## src/rtl/calc_io_sequencer.sv

```systemverilog
// Keypad calculator front end: BCD operand/opcode entry, bus writes to CPU data memory, CPU run/halt, result readback and display.
// Bus accesses are req/ack: a request is held until ack, and a clear pressed mid-transfer waits for that ack.
module calc_io_sequencer #(
  parameter int          DIGITS     = 4,
  parameter int          DATA_W     = 32,
  parameter logic [31:0] ADDR_OP1   = 32'd220,
  parameter logic [31:0] ADDR_OP2   = 32'd240,
  parameter logic [31:0] ADDR_OP    = 32'd260,
  parameter logic [31:0] ADDR_RES   = 32'd280,
  parameter logic [31:0] ADDR_IDLE  = 32'd320,
  parameter logic [31:0] HALT_INSTR = 32'hFFFF_FFFF,
  parameter int          TIMEOUT    = 1048576
) (
  input  logic                  clk,
  input  logic                  nrst,
  input  logic                  key_valid,
  input  logic [4:0]            key_code,
  input  logic [31:0]           instruction,
  input  logic [DATA_W-1:0]     rd_data,
  input  logic                  bus_ack,
  output logic [31:0]           address,
  output logic [DATA_W-1:0]     wr_data,
  output logic                  bus_req,
  output logic                  bus_we,
  output logic                  cpu_en,
  output logic                  cpu_nrst,
  output logic [4*DIGITS-1:0]   disp_bcd,
  output logic [DIGITS-1:0]     disp_blank,
  output logic                  error
);

  localparam int BW = 4 * DIGITS;

  typedef enum logic [3:0] {
    S_NUM1, S_OPSEL, S_NUM2, S_CVT, S_WR, S_RUN, S_READ, S_DAB, S_DISPLAY, S_ERROR
  } state_t;

  typedef enum logic [1:0] {T_OP1, T_OP, T_OP2} tgt_t;

  function automatic longint pow10(input int n);
    longint p;
    p = 1;
    for (int i = 0; i < n; i++) p = p * 10;
    return p;
  endfunction

  localparam logic [DATA_W-1:0] MAX_VAL = DATA_W'(pow10(DIGITS) - 1);

  function automatic logic [3:0] sig_digits(input logic [BW-1:0] v);
    logic [3:0] n;
    n = 4'd1;
    for (int i = 0; i < DIGITS; i++)
      if (v[4*i +: 4] != 4'd0) n = 4'(i + 1);
    return n;
  endfunction

  function automatic logic [DIGITS-1:0] blank_mask(input logic [3:0] n);
    logic [DIGITS-1:0] m;
    for (int i = 0; i < DIGITS; i++) m[i] = (4'(i) >= n);
    return m;
  endfunction

  state_t              r_state, w_state;
  tgt_t                r_tgt, w_tgt;
  logic [BW-1:0]       r_bcd, w_bcd, r_last, w_last, r_dab_bcd, w_dab_bcd;
  logic [3:0]          r_cnt, w_cnt, r_idx, w_idx;
  logic [1:0]          r_op, w_op;
  logic [DATA_W-1:0]   r_bin, w_bin, r_wdat, w_wdat;
  logic [31:0]         r_tmo, w_tmo, r_addr, w_addr;
  logic [7:0]          r_dab_cnt, w_dab_cnt;
  logic                r_clr_pend, w_clr_pend, r_req, w_req, r_we, w_we;
  logic                r_cpu_en, r_cpu_nrst, r_error;
  logic [BW-1:0]       r_disp_bcd, w_disp_bcd;
  logic [DIGITS-1:0]   r_disp_blank, w_disp_blank;
  logic                w_do_clr;

  logic                w_key_dig, w_key_rcl, w_key_clr, w_key_ent, w_key_bsp, w_key_op;
  logic [3:0]          w_dig;
  logic [DATA_W-1:0]   w_cvt_bin;
  logic [BW-1:0]       w_adj, w_dab_shift;

  assign w_key_dig = key_valid && (key_code < 5'd10);
  assign w_key_rcl = key_valid && (key_code == 5'd10);
  assign w_key_clr = key_valid && (key_code == 5'd11);
  assign w_key_ent = key_valid && (key_code == 5'd12);
  assign w_key_bsp = key_valid && (key_code == 5'd13);
  assign w_key_op  = key_valid && (key_code[4:2] == 3'b100);

  // MSD-first conversion: digit r_idx of the entry register feeds bin*10 + d
  always_comb begin
    w_dig = 4'd0;
    for (int i = 0; i < DIGITS; i++)
      if (r_idx == 4'(i)) w_dig = r_bcd[4*i +: 4];
  end

  assign w_cvt_bin = (r_bin << 3) + (r_bin << 1) + DATA_W'(w_dig);

  always_comb begin
    for (int i = 0; i < DIGITS; i++)
      w_adj[4*i +: 4] = (r_dab_bcd[4*i +: 4] >= 4'd5) ? r_dab_bcd[4*i +: 4] + 4'd3
                                                      : r_dab_bcd[4*i +: 4];
  end

  assign w_dab_shift = {w_adj[BW-2:0], r_bin[DATA_W-1]};

  always_comb begin
    w_state    = r_state;
    w_tgt      = r_tgt;
    w_bcd      = r_bcd;
    w_cnt      = r_cnt;
    w_op       = r_op;
    w_bin      = r_bin;
    w_idx      = r_idx;
    w_last     = r_last;
    w_tmo      = r_tmo;
    w_clr_pend = r_clr_pend;
    w_dab_cnt  = r_dab_cnt;
    w_dab_bcd  = r_dab_bcd;
    w_req      = r_req;
    w_we       = r_we;
    w_addr     = r_addr;
    w_wdat     = r_wdat;
    w_do_clr   = 1'b0;

    case (r_state)
      S_NUM1, S_NUM2: begin
        if (w_key_clr) begin
          w_do_clr = 1'b1;
        end else if (w_key_dig) begin
          if (r_cnt < 4'(DIGITS)) begin
            w_bcd = (r_bcd << 4) | BW'(key_code[3:0]);
            w_cnt = r_cnt + 4'd1;
          end
        end else if (w_key_bsp) begin
          if (r_cnt != 4'd0) begin
            w_bcd = r_bcd >> 4;
            w_cnt = r_cnt - 4'd1;
          end
        end else if (w_key_rcl && (r_state == S_NUM1)) begin
          w_bcd = r_last;
          w_cnt = sig_digits(r_last);
        end else if (w_key_ent) begin
          w_state = S_CVT;
          w_bin   = '0;
          w_idx   = 4'(DIGITS - 1);
          w_tgt   = (r_state == S_NUM1) ? T_OP1 : T_OP2;
        end
      end

      S_OPSEL: begin
        if (w_key_clr) begin
          w_do_clr = 1'b1;
        end else if (w_key_op) begin
          w_op = key_code[1:0];
        end else if (w_key_ent) begin
          w_state = S_WR;
          w_tgt   = T_OP;
          w_req   = 1'b1;
          w_we    = 1'b1;
          w_addr  = ADDR_OP;
          w_wdat  = DATA_W'(r_op);
        end
      end

      S_CVT: begin
        if (w_key_clr) begin
          w_do_clr = 1'b1;
        end else begin
          w_bin = w_cvt_bin;
          if (r_idx == 4'd0) begin
            w_state = S_WR;
            w_req   = 1'b1;
            w_we    = 1'b1;
            w_addr  = (r_tgt == T_OP1) ? ADDR_OP1 : ADDR_OP2;
            w_wdat  = w_cvt_bin;
          end else begin
            w_idx = r_idx - 4'd1;
          end
        end
      end

      S_WR: begin
        if (bus_ack) begin
          w_req = 1'b0;
          w_we  = 1'b0;
          if (r_clr_pend || w_key_clr) begin
            w_do_clr = 1'b1;
          end else begin
            w_bcd = '0;
            w_cnt = 4'd0;
            case (r_tgt)
              T_OP1:   w_state = S_OPSEL;
              T_OP:    w_state = S_NUM2;
              default: begin
                w_state = S_RUN;
                w_tmo   = 32'd0;
              end
            endcase
          end
        end else if (w_key_clr) begin
          w_clr_pend = 1'b1;
        end
      end

      S_RUN: begin
        if (w_key_clr) begin
          w_do_clr = 1'b1;
        end else if (instruction == HALT_INSTR) begin
          w_state = S_READ;
          w_req   = 1'b1;
          w_we    = 1'b0;
          w_addr  = ADDR_RES;
        end else if (r_tmo == 32'(TIMEOUT - 1)) begin
          w_state = S_ERROR;
        end else begin
          w_tmo = r_tmo + 32'd1;
        end
      end

      S_READ: begin
        if (bus_ack) begin
          w_req = 1'b0;
          if (r_clr_pend || w_key_clr) begin
            w_do_clr = 1'b1;
          end else if (rd_data > MAX_VAL) begin
            w_state = S_ERROR;
          end else begin
            w_state   = S_DAB;
            w_bin     = rd_data;
            w_dab_bcd = '0;
            w_dab_cnt = 8'd0;
          end
        end else if (w_key_clr) begin
          w_clr_pend = 1'b1;
        end
      end

      S_DAB: begin
        if (w_key_clr) begin
          w_do_clr = 1'b1;
        end else begin
          w_bin     = r_bin << 1;
          w_dab_bcd = w_dab_shift;
          if (r_dab_cnt == 8'(DATA_W - 1)) begin
            w_last  = w_dab_shift;
            w_state = S_DISPLAY;
          end else begin
            w_dab_cnt = r_dab_cnt + 8'd1;
          end
        end
      end

      S_DISPLAY: begin
        if (w_key_clr) begin
          w_do_clr = 1'b1;
        end else if (w_key_dig) begin
          w_state = S_NUM1;
          w_bcd   = BW'(key_code[3:0]);
          w_cnt   = 4'd1;
          w_op    = 2'd0;
          w_bin   = '0;
        end else if (w_key_ent) begin
          w_state = S_NUM1;
          w_bcd   = '0;
          w_cnt   = 4'd0;
          w_op    = 2'd0;
          w_bin   = '0;
        end
      end

      S_ERROR: begin
        if (w_key_clr) w_do_clr = 1'b1;
      end

      default: w_do_clr = 1'b1;
    endcase

    if (w_do_clr) begin
      w_state    = S_NUM1;
      w_bcd      = '0;
      w_cnt      = 4'd0;
      w_op       = 2'd0;
      w_bin      = '0;
      w_clr_pend = 1'b0;
      w_req      = 1'b0;
      w_we       = 1'b0;
    end
  end

  always_comb begin
    w_disp_bcd   = r_disp_bcd;
    w_disp_blank = r_disp_blank;
    case (w_state)
      S_NUM1, S_NUM2: begin
        w_disp_bcd   = w_bcd;
        w_disp_blank = blank_mask((w_cnt == 4'd0) ? 4'd1 : w_cnt);
      end
      S_OPSEL: begin
        w_disp_bcd   = BW'(w_op);
        w_disp_blank = blank_mask(4'd1);
      end
      S_DISPLAY: begin
        w_disp_bcd   = w_last;
        w_disp_blank = blank_mask(sig_digits(w_last));
      end
      S_ERROR:  w_disp_blank = '1;
      default:  ;
    endcase
  end

  always_ff @(posedge clk or negedge nrst) begin
    if (!nrst) begin
      r_state      <= S_NUM1;
      r_tgt        <= T_OP1;
      r_bcd        <= '0;
      r_cnt        <= 4'd0;
      r_op         <= 2'd0;
      r_bin        <= '0;
      r_idx        <= 4'd0;
      r_last       <= '0;
      r_tmo        <= 32'd0;
      r_clr_pend   <= 1'b0;
      r_dab_cnt    <= 8'd0;
      r_dab_bcd    <= '0;
      r_req        <= 1'b0;
      r_we         <= 1'b0;
      r_addr       <= ADDR_IDLE;
      r_wdat       <= '0;
      r_cpu_en     <= 1'b0;
      r_cpu_nrst   <= 1'b0;
      r_error      <= 1'b0;
      r_disp_bcd   <= '0;
      r_disp_blank <= ~DIGITS'(1);
    end else begin
      r_state      <= w_state;
      r_tgt        <= w_tgt;
      r_bcd        <= w_bcd;
      r_cnt        <= w_cnt;
      r_op         <= w_op;
      r_bin        <= w_bin;
      r_idx        <= w_idx;
      r_last       <= w_last;
      r_tmo        <= w_tmo;
      r_clr_pend   <= w_clr_pend;
      r_dab_cnt    <= w_dab_cnt;
      r_dab_bcd    <= w_dab_bcd;
      r_req        <= w_req;
      r_we         <= w_we;
      r_addr       <= w_req ? w_addr : ADDR_IDLE;
      r_wdat       <= w_wdat;
      // CPU controls follow the state being entered so cpu_en falls on the exit edge
      r_cpu_en     <= (w_state == S_RUN);
      r_cpu_nrst   <= (w_state == S_RUN) || (w_state == S_READ);
      r_error      <= (w_state == S_ERROR);
      r_disp_bcd   <= w_disp_bcd;
      r_disp_blank <= w_disp_blank;
    end
  end

  assign address    = r_addr;
  assign wr_data    = r_wdat;
  assign bus_req    = r_req;
  assign bus_we     = r_we;
  assign cpu_en     = r_cpu_en;
  assign cpu_nrst   = r_cpu_nrst;
  assign error      = r_error;
  assign disp_bcd   = r_disp_bcd;
  assign disp_blank = r_disp_blank;

endmodule

```

## config.mk

```make
export PLATFORM = sky130hd
export DESIGN_NAME = calc_io_sequencer
export DESIGN_NICKNAME = d
export VERILOG_FILES = /design/src/rtl/calc_io_sequencer.sv
export SDC_FILE = /design/constraint.sdc
export NUM_CORES = 1
export LEC_CHECK = 0
export BUFFER_PORTS_ARGS = -buffer_cell sky130_fd_sc_hd__buf_4
export CORE_MARGIN = 5
export CORE_UTILIZATION = 50
export CTS_CLUSTER_DIAMETER = 100
export CTS_CLUSTER_SIZE = 16
export DETAILED_ROUTE_END_ITERATION = 10
export PLACE_DENSITY_LB_ADDON = 0.25
export SYNTH_ARGS = -nofsm -noshare
export SYNTH_HDL_FRONTEND = slang
export SYNTH_SLANG_ARGS = --single-unit
```

## constraint.sdc

```tcl
create_clock -name clk -period 6.4 [get_ports clk]
set_input_delay 0.96 -clock clk [delete_from_list [all_inputs] [get_ports clk]]
set_output_delay 0.96 -clock clk [all_outputs]
set_load 0.02 [all_outputs]
```

# Word-level counts from Yosys, hierarchy flattened
# Index checks and enable logic that the tools add are counted.
# totals
regBits	226
input_bits	73
elab_cells	344
out_inout_bits	89
# op_classes
n_mux	174
reduce_logical	47
n_lt_le_gt_ge	15
eq_ne	75
n_bitwise	1
addsub	11
# ops
op	n
$mux 32	32
$mux 16	19
$mux 4	56
$pmux 32 s5	1
$pmux 32 s2	2
$pmux 16 s3	2
$pmux 32 s3	1
$ne 3x3->1 const B	24
$ne 2x2->1 const B	22
$mux 8	5
$mux 2	17
$add 32x1->32 const B	1
$add 32x32->32	1
$add 32x4->32	1
$eq 32x20->1 const B	1
$eq 32x32->1 const B	1
$gt 32x14->1 const B	1
$pmux 16 s2	1
$pmux 4 s8	1
$reduce_bool 4->1	8
$mux 1	25
$eq 4x3->1 const B	6
$eq 4x2->1 const B	5
$eq 5x4->1 const B	4
45 further kinds	86

# Logic depth before layout (Yosys ltp)
# Gate-level depths: netlist of the first run.
# logic_depth
depth_word	14
depth_mapped	22
ltp_nobuf	21

# Least setup slack after synthesis of the first run
# Ideal clock, no wire load.
# synth_timing
kind	flip-flop to flip-flop
from	register r_idx[0]
to	register r_bin[31]
t_required_ns	6.278
setup_ns	0.122
n_path_buf	1
period_less_slack_ns	4.108
path_stages_with_launch	23
path_slack_ns	2.292
arrival_time_ns	3.987
path_cell_list	dfrtp_1 -> inv_1 -> ha_1 -> clkbuf_1 -> nand2_1 -> nor2_1 -> a21oi_1 -> nor2_1 -> a21oi_1 -> o21ai_0 -> nand2_1 -> fa_1 -> inv_1 -> ha_1 -> a211oi_1 -> o21a_1 -> or3_1 -> a21oi_1 -> a311oi_1 -> o21ai_0 -> xor2_1 -> o21ai_0 -> a32o_1
# synth_via
elab_chain_len	9
elab_cells_between_ends	12
classes_between	1 x add/sub; 3 x eq/ne; 7 x mux; 1 x reduce/logical
# synth_lines
element	line_no	text
from (decl)	66	logic [3:0] r_cnt, w_cnt, r_idx, w_idx;
from (signal assigned)	341	r_idx <= w_idx;
$logic_not 4->1	93	if (r_idx == 4'(i)) w_dig = r_bcd[4*i +: 4];
$mux 4 (3 in series)	93	
$mux 4 *	93	
$add 32x4->32 *	96	assign w_cvt_bin = (r_bin << 3) + (r_bin << 1) + DATA_W'(w_dig);
$mux 32 *	166	if (w_key_clr) begin
$pmux 32 s5 *	125	case (r_state)
$mux 32 *	278	if (w_do_clr) begin
to (signal assigned)	340	r_bin <= w_bin;
to (decl)	68	logic [DATA_W-1:0] r_bin, w_bin, r_wdat, w_wdat;
# Mark *: on every way between the ends. The rest lies on a longest branch, timed or not. The select of a mux whose other input is x is not followed.
# A chain may end at the register's enable or synchronous reset.

# Final worst setup path of the first run
# Ends and elaborated chain as after synthesis.

==> report_table.html, run 1 <==
<table>
<tr><th>Metric</th><th>Value</th></tr>
<tr><th colspan="2">Outcome</th></tr>
<tr><td>Run status</td><td>complete, no violations</td></tr>
<tr><th colspan="2">Pwr</th></tr>
<tr><td>Standby leakage power</td><td>just over 7 nW</td></tr>
<tr><td>Switching power</td><td>2.29 mW</td></tr>
<tr><td>Proportion of power drawn by flip-flops and latches</td><td>33.9%</td></tr>
<tr><td>Pwr/cell area</td><td>between 300 and 400 nW/um^2</td></tr>
<tr><td>Peak supply drop</td><td>approximately 0.27 mV</td></tr>
<tr><td>Design internal power</td><td>~2.9 mW</td></tr>
<tr><td>Net switching fraction of the power</td><td>44.3%</td></tr>
<tr><td>Clock network fraction of total power</td><td>18.7%</td></tr>
<tr><td>Combinational share of power</td><td>47.4%</td></tr>
<tr><th colspan="2">Global routing</th></tr>
<tr><td>Antenna violations before repair</td><td>0</td></tr>
<tr><td>First-pass GRT wire length</td><td>64200 um</td></tr>
<tr><td>Largest net degree at the start of global routing</td><td>approximately 120</td></tr>
<tr><td>Overall global routing resource usage</td><td>between 20% and 30%</td></tr>
<tr><td>Global-route congestion overflow total</td><td>0</td></tr>
<tr><td>Number of global-route vias before repair</td><td>~12000</td></tr>
<tr><th colspan="2">Finish</th></tr>
<tr><td>Final Util</td><td>56.3%</td></tr>
<tr><td>Area overhead of the layout relative to synthesis</td><td>12.1%</td></tr>
<tr><td>Antenna Cells</td><td>0</td></tr>
<tr><td>Net count reported at finish</td><td>between 1500 and 2000</td></tr>
<tr><td>Area of all placed cells without fillers</td><td>approximately 15000 sq um</td></tr>
<tr><td>Final-layout fill cell count</td><td>around 2400</td></tr>
<tr><td>Share of final-layout standard cells stronger than drive strength 1</td><td>between 10% and 20%</td></tr>
<tr><th colspan="2">Synthesis</th></tr>
<tr><td>Total of flip-flops plus latches after synthesis</td><td>about 200</td></tr>
<tr><td>Number of warnings printed during yosys synthesis</td><td>0</td></tr>
<tr><td>Synth async-reset ratio</td><td>100%</td></tr>
<tr><td>Largest cells by area after synthesis</td><td>sky130_fd_sc_hd__dfrtp_1 37%, sky130_fd_sc_hd__ha_1 6.9%, sky130_fd_sc_hd__nand2_1 5.6%, sky130_fd_sc_hd__o21ai_0 4.0%, sky130_fd_sc_hd__nor2_1 3.6%</td></tr>
<tr><td>Xor and xnor fraction of the mapped netlist area</td><td>under 10%</td></tr>
<tr><td>Ys flop type</td><td>sky130_fd_sc_hd__dfrtp_1</td></tr>
<tr><td>Cell with the most instances after synthesis</td><td>sky130_fd_sc_hd__nand2_1</td></tr>
<tr><td>Largest family of logic cells by synthesized area</td><td>compound AO/OA/AOI/OAI gates</td></tr>
<tr><td>Number of flops mapped to enable cells by yosys</td><td>0</td></tr>
<tr><td>Simple-gate area share of the yosys netlist</td><td>approximately a fifth</td></tr>
<tr><td>Cell area after synthesis</td><td>between 10000 and 15000 sq um</td></tr>
<tr><td>Leading post-synthesis cells by instance count</td><td>200 x sky130_fd_sc_hd__nand2_1, 196 x sky130_fd_sc_hd__dfrtp_1, 130 x sky130_fd_sc_hd__nor2_1, 108 x sky130_fd_sc_hd__o21ai_0, 90 x sky130_fd_sc_hd__a21oi_1</td></tr>
<tr><td>Area fraction in compound gates after synthesis</td><td>between 20% and 30%</td></tr>
<tr><td>Netlist cell types</td><td>92</td></tr>
<tr><td>Adder-cell share of the synthesized area</td><td>7.27%</td></tr>
<tr><td>Average instance area after synthesis</td><td>about 8.7 sq um</td></tr>
<tr><td>Top-area cell type share of the netlist area</td><td>around 37%</td></tr>
<tr><td>Sequential cell area fraction in the yosys report</td><td>between 30 and 40%</td></tr>
<tr><td>Cell type with the highest aggregate area in the netlist</td><td>sky130_fd_sc_hd__dfrtp_1</td></tr>
<tr><td>Synthesized netlist cell count</td><td>~1600</td></tr>
<tr><td>Multiplexer share of the synthesized area</td><td>between 1.5 and 2%</td></tr>
<tr><th colspan="2">Critical path</th></tr>
<tr><td>Reg2reg path depth</td><td>21</td></tr>
<tr><td>Endpoint of the most critical register-to-register path</td><td>r_bin[31]</td></tr>
<tr><td>Setup slack of the worst register-to-register path</td><td>approximately 1.7 ns</td></tr>
<tr><td>CP Buf/Inv Count</td><td>2</td></tr>
<tr><td>Critical path peak fanout</td><td>8</td></tr>
<tr><td>Worst R2R Start</td><td>r_idx[0]</td></tr>
<tr><td>Worst path required time</td><td>slightly below 7 ns</td></tr>
<tr><td>Critical path endpoint</td><td>r_bin[31]</td></tr>
<tr><td>Delay contributed by the slowest stage of the critical path</td><td>~0.54 ns</td></tr>
<tr><td>Launch point of the critical path</td><td>r_idx[0]</td></tr>
<tr><td>Master of the slowest instance on the critical path</td><td>sky130_fd_sc_hd__fa_1</td></tr>
<tr><td>Cell-by-cell trace of the critical path</td><td>inv_1 &gt; ha_1 &gt; nand2_1 &gt; nor2_1 &gt; a21oi_1 &gt; nor2_1 &gt; a21oi_1 &gt; o21ai_0 &gt; nand2_1 &gt; fa_1 &gt; inv_1 &gt; ha_1 &gt; a211oi_1 &gt; o21a_1 &gt; or3_1 &gt; a21oi_1 &gt; a311oi_1 &gt; o21ai_0 &gt; xor2_1 &gt; o21ai_0 &gt; a32o_1</td></tr>
<tr><td>Kind of critical path</td><td>flip-flop to flip-flop</td></tr>
<tr><td>Endpoint type of the worst setup path</td><td>flip-flop</td></tr>
<tr><td>Family with the most delay on the worst path</td><td>compound AO/OA/AOI/OAI gates</td></tr>
<tr><td>Number of logic stages on the critical path including buffering</td><td>21</td></tr>
<tr><td>Arrival time of the worst setup path</td><td>approximately 5.1 ns</td></tr>
<tr><td>Startpoint types</td><td>flip-flop</td></tr>
<tr><th colspan="2">Floorplanning</th></tr>
<tr><td>Die Ht</td><td>roughly 170 um</td></tr>
<tr><td>Std cell rows</td><td>60</td></tr>
<tr><td>Die Footprint</td><td>30200 sq um</td></tr>
<tr><td>Die width</td><td>between 150 and 200 um</td></tr>
<tr><td>Total core area</td><td>26700 sq um</td></tr>
<tr><td>Starting density of the core</td><td>50.3%</td></tr>
<tr><td>Count of pins on the block boundary</td><td>about 160</td></tr>
<tr><th colspan="2">Timing</th></tr>
<tr><td>Post-route fraction of the period consumed by the critical path</td><td>between 70% and 80%</td></tr>
<tr><td>Tmin final</td><td>approximately 4.7 ns</td></tr>
<tr><td>Number of hold violations in the final report</td><td>0</td></tr>
<tr><td>Slew Viols, Final</td><td>0</td></tr>
<tr><td>Fmax</td><td>roughly 210 MHz</td></tr>
<tr><td>Unrepaired setup endpoints after global routing</td><td>no</td></tr>
<tr><td>Setup-violating endpoint count in the final report</td><td>0</td></tr>
<tr><td>Worst rel slew slack</td><td>25.4%</td></tr>
<tr><td>Worst-case clock skew</td><td>slightly above 0.02 ns</td></tr>
<tr><td>Total negative slack for setup checks</td><td>0 ns</td></tr>
<tr><td>Slew at the pin closest to its max-slew limit</td><td>roughly 1.1 ns</td></tr>
<tr><th colspan="2">Detailed routing</th></tr>
<tr><td>Via-per-instance ratio</td><td>between 6 and 7</td></tr>
<tr><td>Routed wirelength normalized by instance count</td><td>approximately 20 um</td></tr>
<tr><td>Post-route antenna net violation count</td><td>0</td></tr>
<tr><td>Routed wire length</td><td>around 40000 um</td></tr>
<tr><td>Number of vias after detailed routing</td><td>~12000</td></tr>
<tr><td>DR iter-0 viols</td><td>approximately 1400</td></tr>
<tr><td>Count of TritonRoute iterations in the first routing pass</td><td>6</td></tr>
<tr><td>DRC violations left</td><td>0</td></tr>
<tr><th colspan="2">Clock tree</th></tr>
<tr><td>CTS tree</td><td>done</td></tr>
<tr><td>Quantity of hold-fixing buffers added after cts</td><td>0</td></tr>
<tr><td># clock sinks</td><td>~200</td></tr>
<tr><td>Number of buffers inserted to repair setup after CTS</td><td>0</td></tr>
<tr><td>Clock Path Buffers</td><td>3</td></tr>
<tr><td>Clock transition at the registers of the reported paths</td><td>0.08 ns</td></tr>
<tr><td>Clock network latency to the later pin of the worst-skew pair</td><td>slightly above 0.5 ns</td></tr>
<tr><td>Quantity of gates resized following cts</td><td>0</td></tr>
<tr><td>Clock buffers created by TritonCTS</td><td>16</td></tr>
<tr><td>CTS HTree Levels</td><td>1</td></tr>
<tr><td>Buffer type at the clock tree root</td><td>sky130_fd_sc_hd__clkbuf_16</td></tr>
<tr><th colspan="2">Place</th></tr>
<tr><td>DP Wirelength</td><td>approximately 29000 um</td></tr>
<tr><td>Gpl congestion</td><td>around 1</td></tr>
<tr><td>Area of placed instances</td><td>around 15000 sq um</td></tr>
<tr><td>Port Buf Inserts</td><td>between 100 and 150</td></tr>
<tr><th colspan="2">Worst hold path</th></tr>
<tr><td>Class of the tightest hold or removal check</td><td>primary input to asynchronous set/reset pin</td></tr>
<tr><th colspan="2">Run</th></tr>
<tr><td>Number of max-capacitance violations reported</td><td>0</td></tr>
</table>
## registers in the layout, indices dropped and copies added, names as in the netlist, 2 cells and up
register	cells
r_op	2
r_dab_cnt	8
r_last	16
r_tmo	32
r_cnt	4
r_state	4
r_bin	32
address	7
r_idx	4
r_bcd	16
r_dab_bcd	16
disp_bcd	16
disp_blank	4
r_tgt	2
wr_data	32
## cell usage in the layout, fill, tap and decap left out, types with 34 or more instances in the layout
| master | n |
|---|---|
| sky130_fd_sc_hd__o21ai_0 | 107 |
| sky130_fd_sc_hd__nand2_1 | 200 |
| sky130_fd_sc_hd__a21oi_1 | 90 |
| sky130_fd_sc_hd__nor2_1 | 130 |
| sky130_fd_sc_hd__nand3_1 | 51 |
| sky130_fd_sc_hd__xor2_1 | 42 |
| sky130_fd_sc_hd__dfrtp_1 | 196 |
| sky130_fd_sc_hd__nor3_1 | 34 |
| sky130_fd_sc_hd__inv_1 | 53 |
| sky130_fd_sc_hd__buf_4 | 155 |
| sky130_fd_sc_hd__ha_1 | 74 |
## final cells by class
type | count | area (sq um) | share of cell area, %
clock buffers | 22 | 444 | 2.95
inverters | 55 | 206 | 1.37
repair buffers | 157 | 1200 | 7.95
multi-input cells | 1210 | 7740 | 51.4
well taps | 341 | 427 | 2.83
clock inverters | 1 | 8.76 | 0.0582
flip-flops and latches | 201 | 5040 | 33.4
## through the flow
step	worst slack [ns]	power (mW)	instances	hold slack [ns]
finish	1.67	5.16	1987	0.467
global route	1.25	5.48	1987	0.509
CTS	1.66	5.14	1987	0.481
detailed placement	1.45	4.16	1964	0.469
global placement	1.54	4.13	1964	0.462
floorplan	2.29	3.41	1576	0.459
## cells by family (layout without fill, tap and decap cells)
group / count (synthesis) / count (layout)
AO/OA/AOI/OAI: 444 / 444
XOR/XNOR: 69 / 69
adder cells (fa/ha/maj): 77 / 77
buffers and inverters: 165 / 235
flip-flops: 201 / 201
multiplexers: 21 / 21
other: 1 / 25
AND/OR/NAND/NOR: 574 / 574
## worst min-delay path by stage
stage,startpoint,endpoint,slack (ns),depth (start not counted)
4_1_cts,address[8],address[8],0.48,2
6_report,nrst,wr_data[8],0.47,1
3_5_place_dp,wr_data[16],wr_data[16],0.47,2
2_1_floorplan,r_last[0],r_last[0],0.46,2
3_3_place_gp,wr_data[13],wr_data[13],0.46,2
5_1_grt,wr_data[17],wr_data[17],0.51,2
## layer usage
metal	track usage, %	vias to the layer above	wire length [um]
li1	-	5799	-
met1	35.1	5923	17200
met2	41.1	511	18300
met3	4.15	101	2810
met4	8.05	0	1320
met5	0	-	0
## power groups by stage
stage          Sequential, mW  Combinational, mW  Clock (mW)
2_1_floorplan            1.74               1.67           0
6_report                 1.75               2.45       0.966
3_3_place_gp             1.76               2.37           0
4_1_cts                  1.74               2.42       0.986
3_5_place_dp             1.76               2.40           0
5_1_grt                  1.78               2.67        1.03
Note: power is estimated with default switching activity, not from simulation.
==> run 2: changes to the inputs <==
clock period = 4.05 ns   (was 6.4 ns; I/O delays follow)
==> report_table.html, run 2 (synthesis results as in run 1) <==
<table>
<tr><th>Metric</th><th>Value</th></tr>
<tr><th colspan="2">Timing</th></tr>
<tr><td>Worst-case clock skew</td><td>0.0320 ns (+0.0116 ns)</td></tr>
<tr><td>Slew Viols, Final</td><td>0 (unchanged)</td></tr>
<tr><td>Setup-violating endpoint count in the final report</td><td>0 (unchanged)</td></tr>
<tr><td>Unrepaired setup endpoints after global routing</td><td>yes</td></tr>
<tr><td>Total negative slack for setup checks</td><td>0 ns (unchanged)</td></tr>
<tr><td>Final Worst Setup Slack</td><td>0.0791 ns (-1.59 ns)</td></tr>
<tr><td>Fmax</td><td>252 MHz (+19%)</td></tr>
<tr><td>Post-route fraction of the period consumed by the critical path</td><td>98.0% (+24 points)</td></tr>
<tr><td>Slew at the pin closest to its max-slew limit</td><td>1.01 ns (-0.111 ns)</td></tr>
<tr><td>Tmin final</td><td>3.97 ns (-0.759 ns)</td></tr>
<tr><td>Number of hold violations in the final report</td><td>0 (unchanged)</td></tr>
<tr><td>Worst rel slew slack</td><td>32.3% (+6.9 points)</td></tr>
<tr><th colspan="2">Clock tree</th></tr>
<tr><td># clock sinks</td><td>201 (unchanged)</td></tr>
<tr><td>Quantity of hold-fixing buffers added after cts</td><td>0 (unchanged)</td></tr>
<tr><td>Clock network latency to the later pin of the worst-skew pair</td><td>0.51 ns (about the same)</td></tr>
<tr><td>Clock buffers created by TritonCTS</td><td>16 (unchanged)</td></tr>
<tr><td>CTS HTree Levels</td><td>1 (unchanged)</td></tr>
<tr><td>CTS tree</td><td>done</td></tr>
<tr><td>Buffer type at the clock tree root</td><td>sky130_fd_sc_hd__clkbuf_16</td></tr>
<tr><td>Clock Path Buffers</td><td>3 (unchanged)</td></tr>
<tr><td>Clock transition at the registers of the reported paths</td><td>0.07 ns (about the same)</td></tr>
<tr><th colspan="2">Critical path</th></tr>
<tr><td>Master of the slowest instance on the critical path</td><td>sky130_fd_sc_hd__dfrtp_1</td></tr>
<tr><td>Endpoint of the most critical register-to-register path</td><td>r_bin[30]</td></tr>
<tr><td>Worst path required time</td><td>4.41 ns (-2.39 ns)</td></tr>
<tr><td>Kind of critical path</td><td>flip-flop to flip-flop</td></tr>
<tr><td>Launch point of the critical path</td><td>r_idx[0]</td></tr>
<tr><td>Setup slack of the worst register-to-register path</td><td>0.08 ns (-1.59 ns)</td></tr>
<tr><td>Worst R2R Start</td><td>r_idx[0]</td></tr>
<tr><td>Reg2reg path depth</td><td>22 (+4.8%)</td></tr>
<tr><td>Arrival time of the worst setup path</td><td>4.33 ns (-0.80 ns)</td></tr>
<tr><td>Family with the most delay on the worst path</td><td>compound AO/OA/AOI/OAI gates</td></tr>
<tr><td>Endpoint type of the worst setup path</td><td>flip-flop</td></tr>
<tr><td>Startpoint types</td><td>flip-flop</td></tr>
<tr><td>Number of logic stages on the critical path including buffering</td><td>22 (+4.8%)</td></tr>
<tr><td>Cell-by-cell trace of the critical path</td><td>inv_2 &gt; ha_4 &gt; buf_6 &gt; nand2_4 &gt; nor2_4 &gt; a211oi_2 &gt; a211oi_1 &gt; a21oi_1 &gt; nor3_1 &gt; ha_1 &gt; ha_4 &gt; inv_2 &gt; fa_2 &gt; nor2b_4 &gt; o31a_1 &gt; o2111ai_2 &gt; a31o_2 &gt; nand4_1 &gt; a31oi_1 &gt; xnor2_1 &gt; a221oi_1 &gt; nor3_1</td></tr>
<tr><td>Delay contributed by the slowest stage of the critical path</td><td>0.42 ns (-0.12 ns)</td></tr>
<tr><td>CP Buf/Inv Count</td><td>3 (+1)</td></tr>
<tr><td>Critical path peak fanout</td><td>4 (-4)</td></tr>
<tr><td>Critical path endpoint</td><td>r_bin[30]</td></tr>
<tr><th colspan="2">Place</th></tr>
<tr><td>Setup WS pre-CTS</td><td>-0.0866 ns (-1.54 ns)</td></tr>
<tr><td>Number of instances in the placed design</td><td>2021 (+2.9%)</td></tr>
<tr><td>Gpl congestion</td><td>0.998 (+0.13%)</td></tr>
<tr><td>DP Wirelength</td><td>29600 um (+2.9%)</td></tr>
<tr><td>Port Buf Inserts</td><td>136 (unchanged)</td></tr>
<tr><th colspan="2">Outcome</th></tr>
<tr><td>Run status</td><td>complete, no violations</td></tr>
<tr><th colspan="2">Detailed routing</th></tr>
<tr><td>Routed wirelength normalized by instance count</td><td>19.5 um (-2.3%)</td></tr>
<tr><td>DR iter-0 viols</td><td>1340 (-6.0%)</td></tr>
<tr><td>Post-route antenna net violation count</td><td>0 (unchanged)</td></tr>
<tr><td>Via-per-instance ratio</td><td>6.08 (-2.1%)</td></tr>
<tr><td>Number of vias after detailed routing</td><td>12500 (+1.2%)</td></tr>
<tr><td>DRC violations left</td><td>0 (unchanged)</td></tr>
<tr><td>Routed wire length</td><td>40000 um (+0.92%)</td></tr>
<tr><td>Count of TritonRoute iterations in the first routing pass</td><td>6 (unchanged)</td></tr>
<tr><th colspan="2">Floorplanning</th></tr>
<tr><td>Starting density of the core</td><td>50.3% (unchanged)</td></tr>
<tr><td>Std cell rows</td><td>60 (unchanged)</td></tr>
<tr><td>Die width</td><td>174 um (unchanged)</td></tr>
<tr><td>Die Ht</td><td>174 um (unchanged)</td></tr>
<tr><td>Total core area</td><td>26700 sq um (unchanged)</td></tr>
<tr><td>Die Footprint</td><td>30200 sq um (unchanged)</td></tr>
<tr><td>Count of pins on the block boundary</td><td>162 (unchanged)</td></tr>
<tr><th colspan="2">Finish</th></tr>
<tr><td>Area of the multi-input gates</td><td>7960 sq um (+2.9%)</td></tr>
<tr><td>Net count reported at finish</td><td>1851 (+3.4%)</td></tr>
<tr><td>Most frequent cells in the layout</td><td>214 x sky130_fd_sc_hd__buf_4, 199 x sky130_fd_sc_hd__nand2_1, 196 x sky130_fd_sc_hd__dfrtp_1, 129 x sky130_fd_sc_hd__nor2_1, 96 x sky130_fd_sc_hd__o21ai_0</td></tr>
<tr><td>Layout Cells excl Fill</td><td>2053 (+3.3%)</td></tr>
<tr><td>Commonest non-fill, non-tap cell in the layout</td><td>sky130_fd_sc_hd__buf_4</td></tr>
<tr><td>Final-layout fill cell count</td><td>2425 (+0.33%)</td></tr>
<tr><td>Antenna Cells</td><td>0 (unchanged)</td></tr>
<tr><td>Share of final-layout standard cells stronger than drive strength 1</td><td>18.1% (+4.9 points)</td></tr>
<tr><td>Final Util</td><td>59.0% (+2.6 points)</td></tr>
<tr><td>Seq. cell area</td><td>5040 sq um (unchanged)</td></tr>
<tr><td>Area overhead of the layout relative to synthesis</td><td>17.3%</td></tr>
<tr><th colspan="2">Pwr</th></tr>
<tr><td>Power consumption</td><td>8.47 mW (+64%)</td></tr>
<tr><td>Standby leakage power</td><td>7.42 nW (+4.7%)</td></tr>
<tr><td>Pwr/cell area</td><td>537 nW/um^2 (+57%)</td></tr>
<tr><td>Peak supply drop</td><td>0.365 mV (+38%)</td></tr>
<tr><th colspan="2">Global routing</th></tr>
<tr><td>Overall global routing resource usage</td><td>25.5% (+0.095 points)</td></tr>
<tr><td>Global-route congestion overflow total</td><td>0 (unchanged)</td></tr>
<tr><td>Antenna violations before repair</td><td>0 (unchanged)</td></tr>
<tr><td>First-pass GRT wire length</td><td>64500 um (+0.46%)</td></tr>
<tr><td>Largest net degree at the start of global routing</td><td>79 (-32%)</td></tr>
<tr><td>Number of global-route vias before repair</td><td>12200 (+0.65%)</td></tr>
<tr><th colspan="2">Run</th></tr>
<tr><td>Number of max-capacitance violations reported</td><td>0 (unchanged)</td></tr>
<tr><th colspan="2">Worst hold path</th></tr>
<tr><td>Class of the tightest hold or removal check</td><td>primary input to asynchronous set/reset pin</td></tr>
</table>
==> run 2: worst min path at each step <==
stage	slack [ns]	cells after the start	endpoint
floorplan	0.31	0	address[2]
global placement	0.46	2	wr_data[13]
detailed placement	0.47	2	wr_data[15]
CTS	0.07	1	r_dab_cnt[4]
global route	0.11	1	r_bin[8]
finish	0.07	1	r_dab_cnt[6]
==> run 2: metrics by stage <==
| stage | hold WS, ns | area [sq um] |
|---|---|---|
| floorplan | 0.312 | 13500 |
| global placement | 0.462 | 15000 |
| detailed placement | 0.472 | 15000 |
| CTS | 0.0730 | 15500 |
| global route | 0.107 | 15800 |
| finish | 0.0743 | 15800 |
==> run 2: layout make-up <==
class / instances / area share [%]
Clock buffer: 26 / 2.78
Clock inverter: 2 / 0.159
Inverter: 55 / 1.31
Multi-Input combinational cell: 1210 / 50.5
Sequential cell: 201 / 32.0
Tap cell: 341 / 2.71
Timing Repair Buffer: 218 / 10.6
==> run 2: per-layer routing <==
metal	up-vias	part of all wire, %	track usage (%)
met1	5957	42	34.6
met4	0	3.2	8.08
met2	495	47	42.0
met5	-	0	0
met3	81	7.3	4.15
li1	5945	-	-
==> run 2: repair_timing <==
item                       4_1_cts  5_1_grt
setup endpoints to repair        4       32
setup buffers                    0        4
hold endpoints to repair         0        0
pin swaps                        1       26
gates resized for setup          5       51
==> run 2: power by group <==
group	internal [mW]	total, mW	switching, mW
combinational	1.68	4.21	2.53
sequential	2.36	2.76	0.404
clock	0.753	1.50	0.743
total	4.79	8.47	3.68
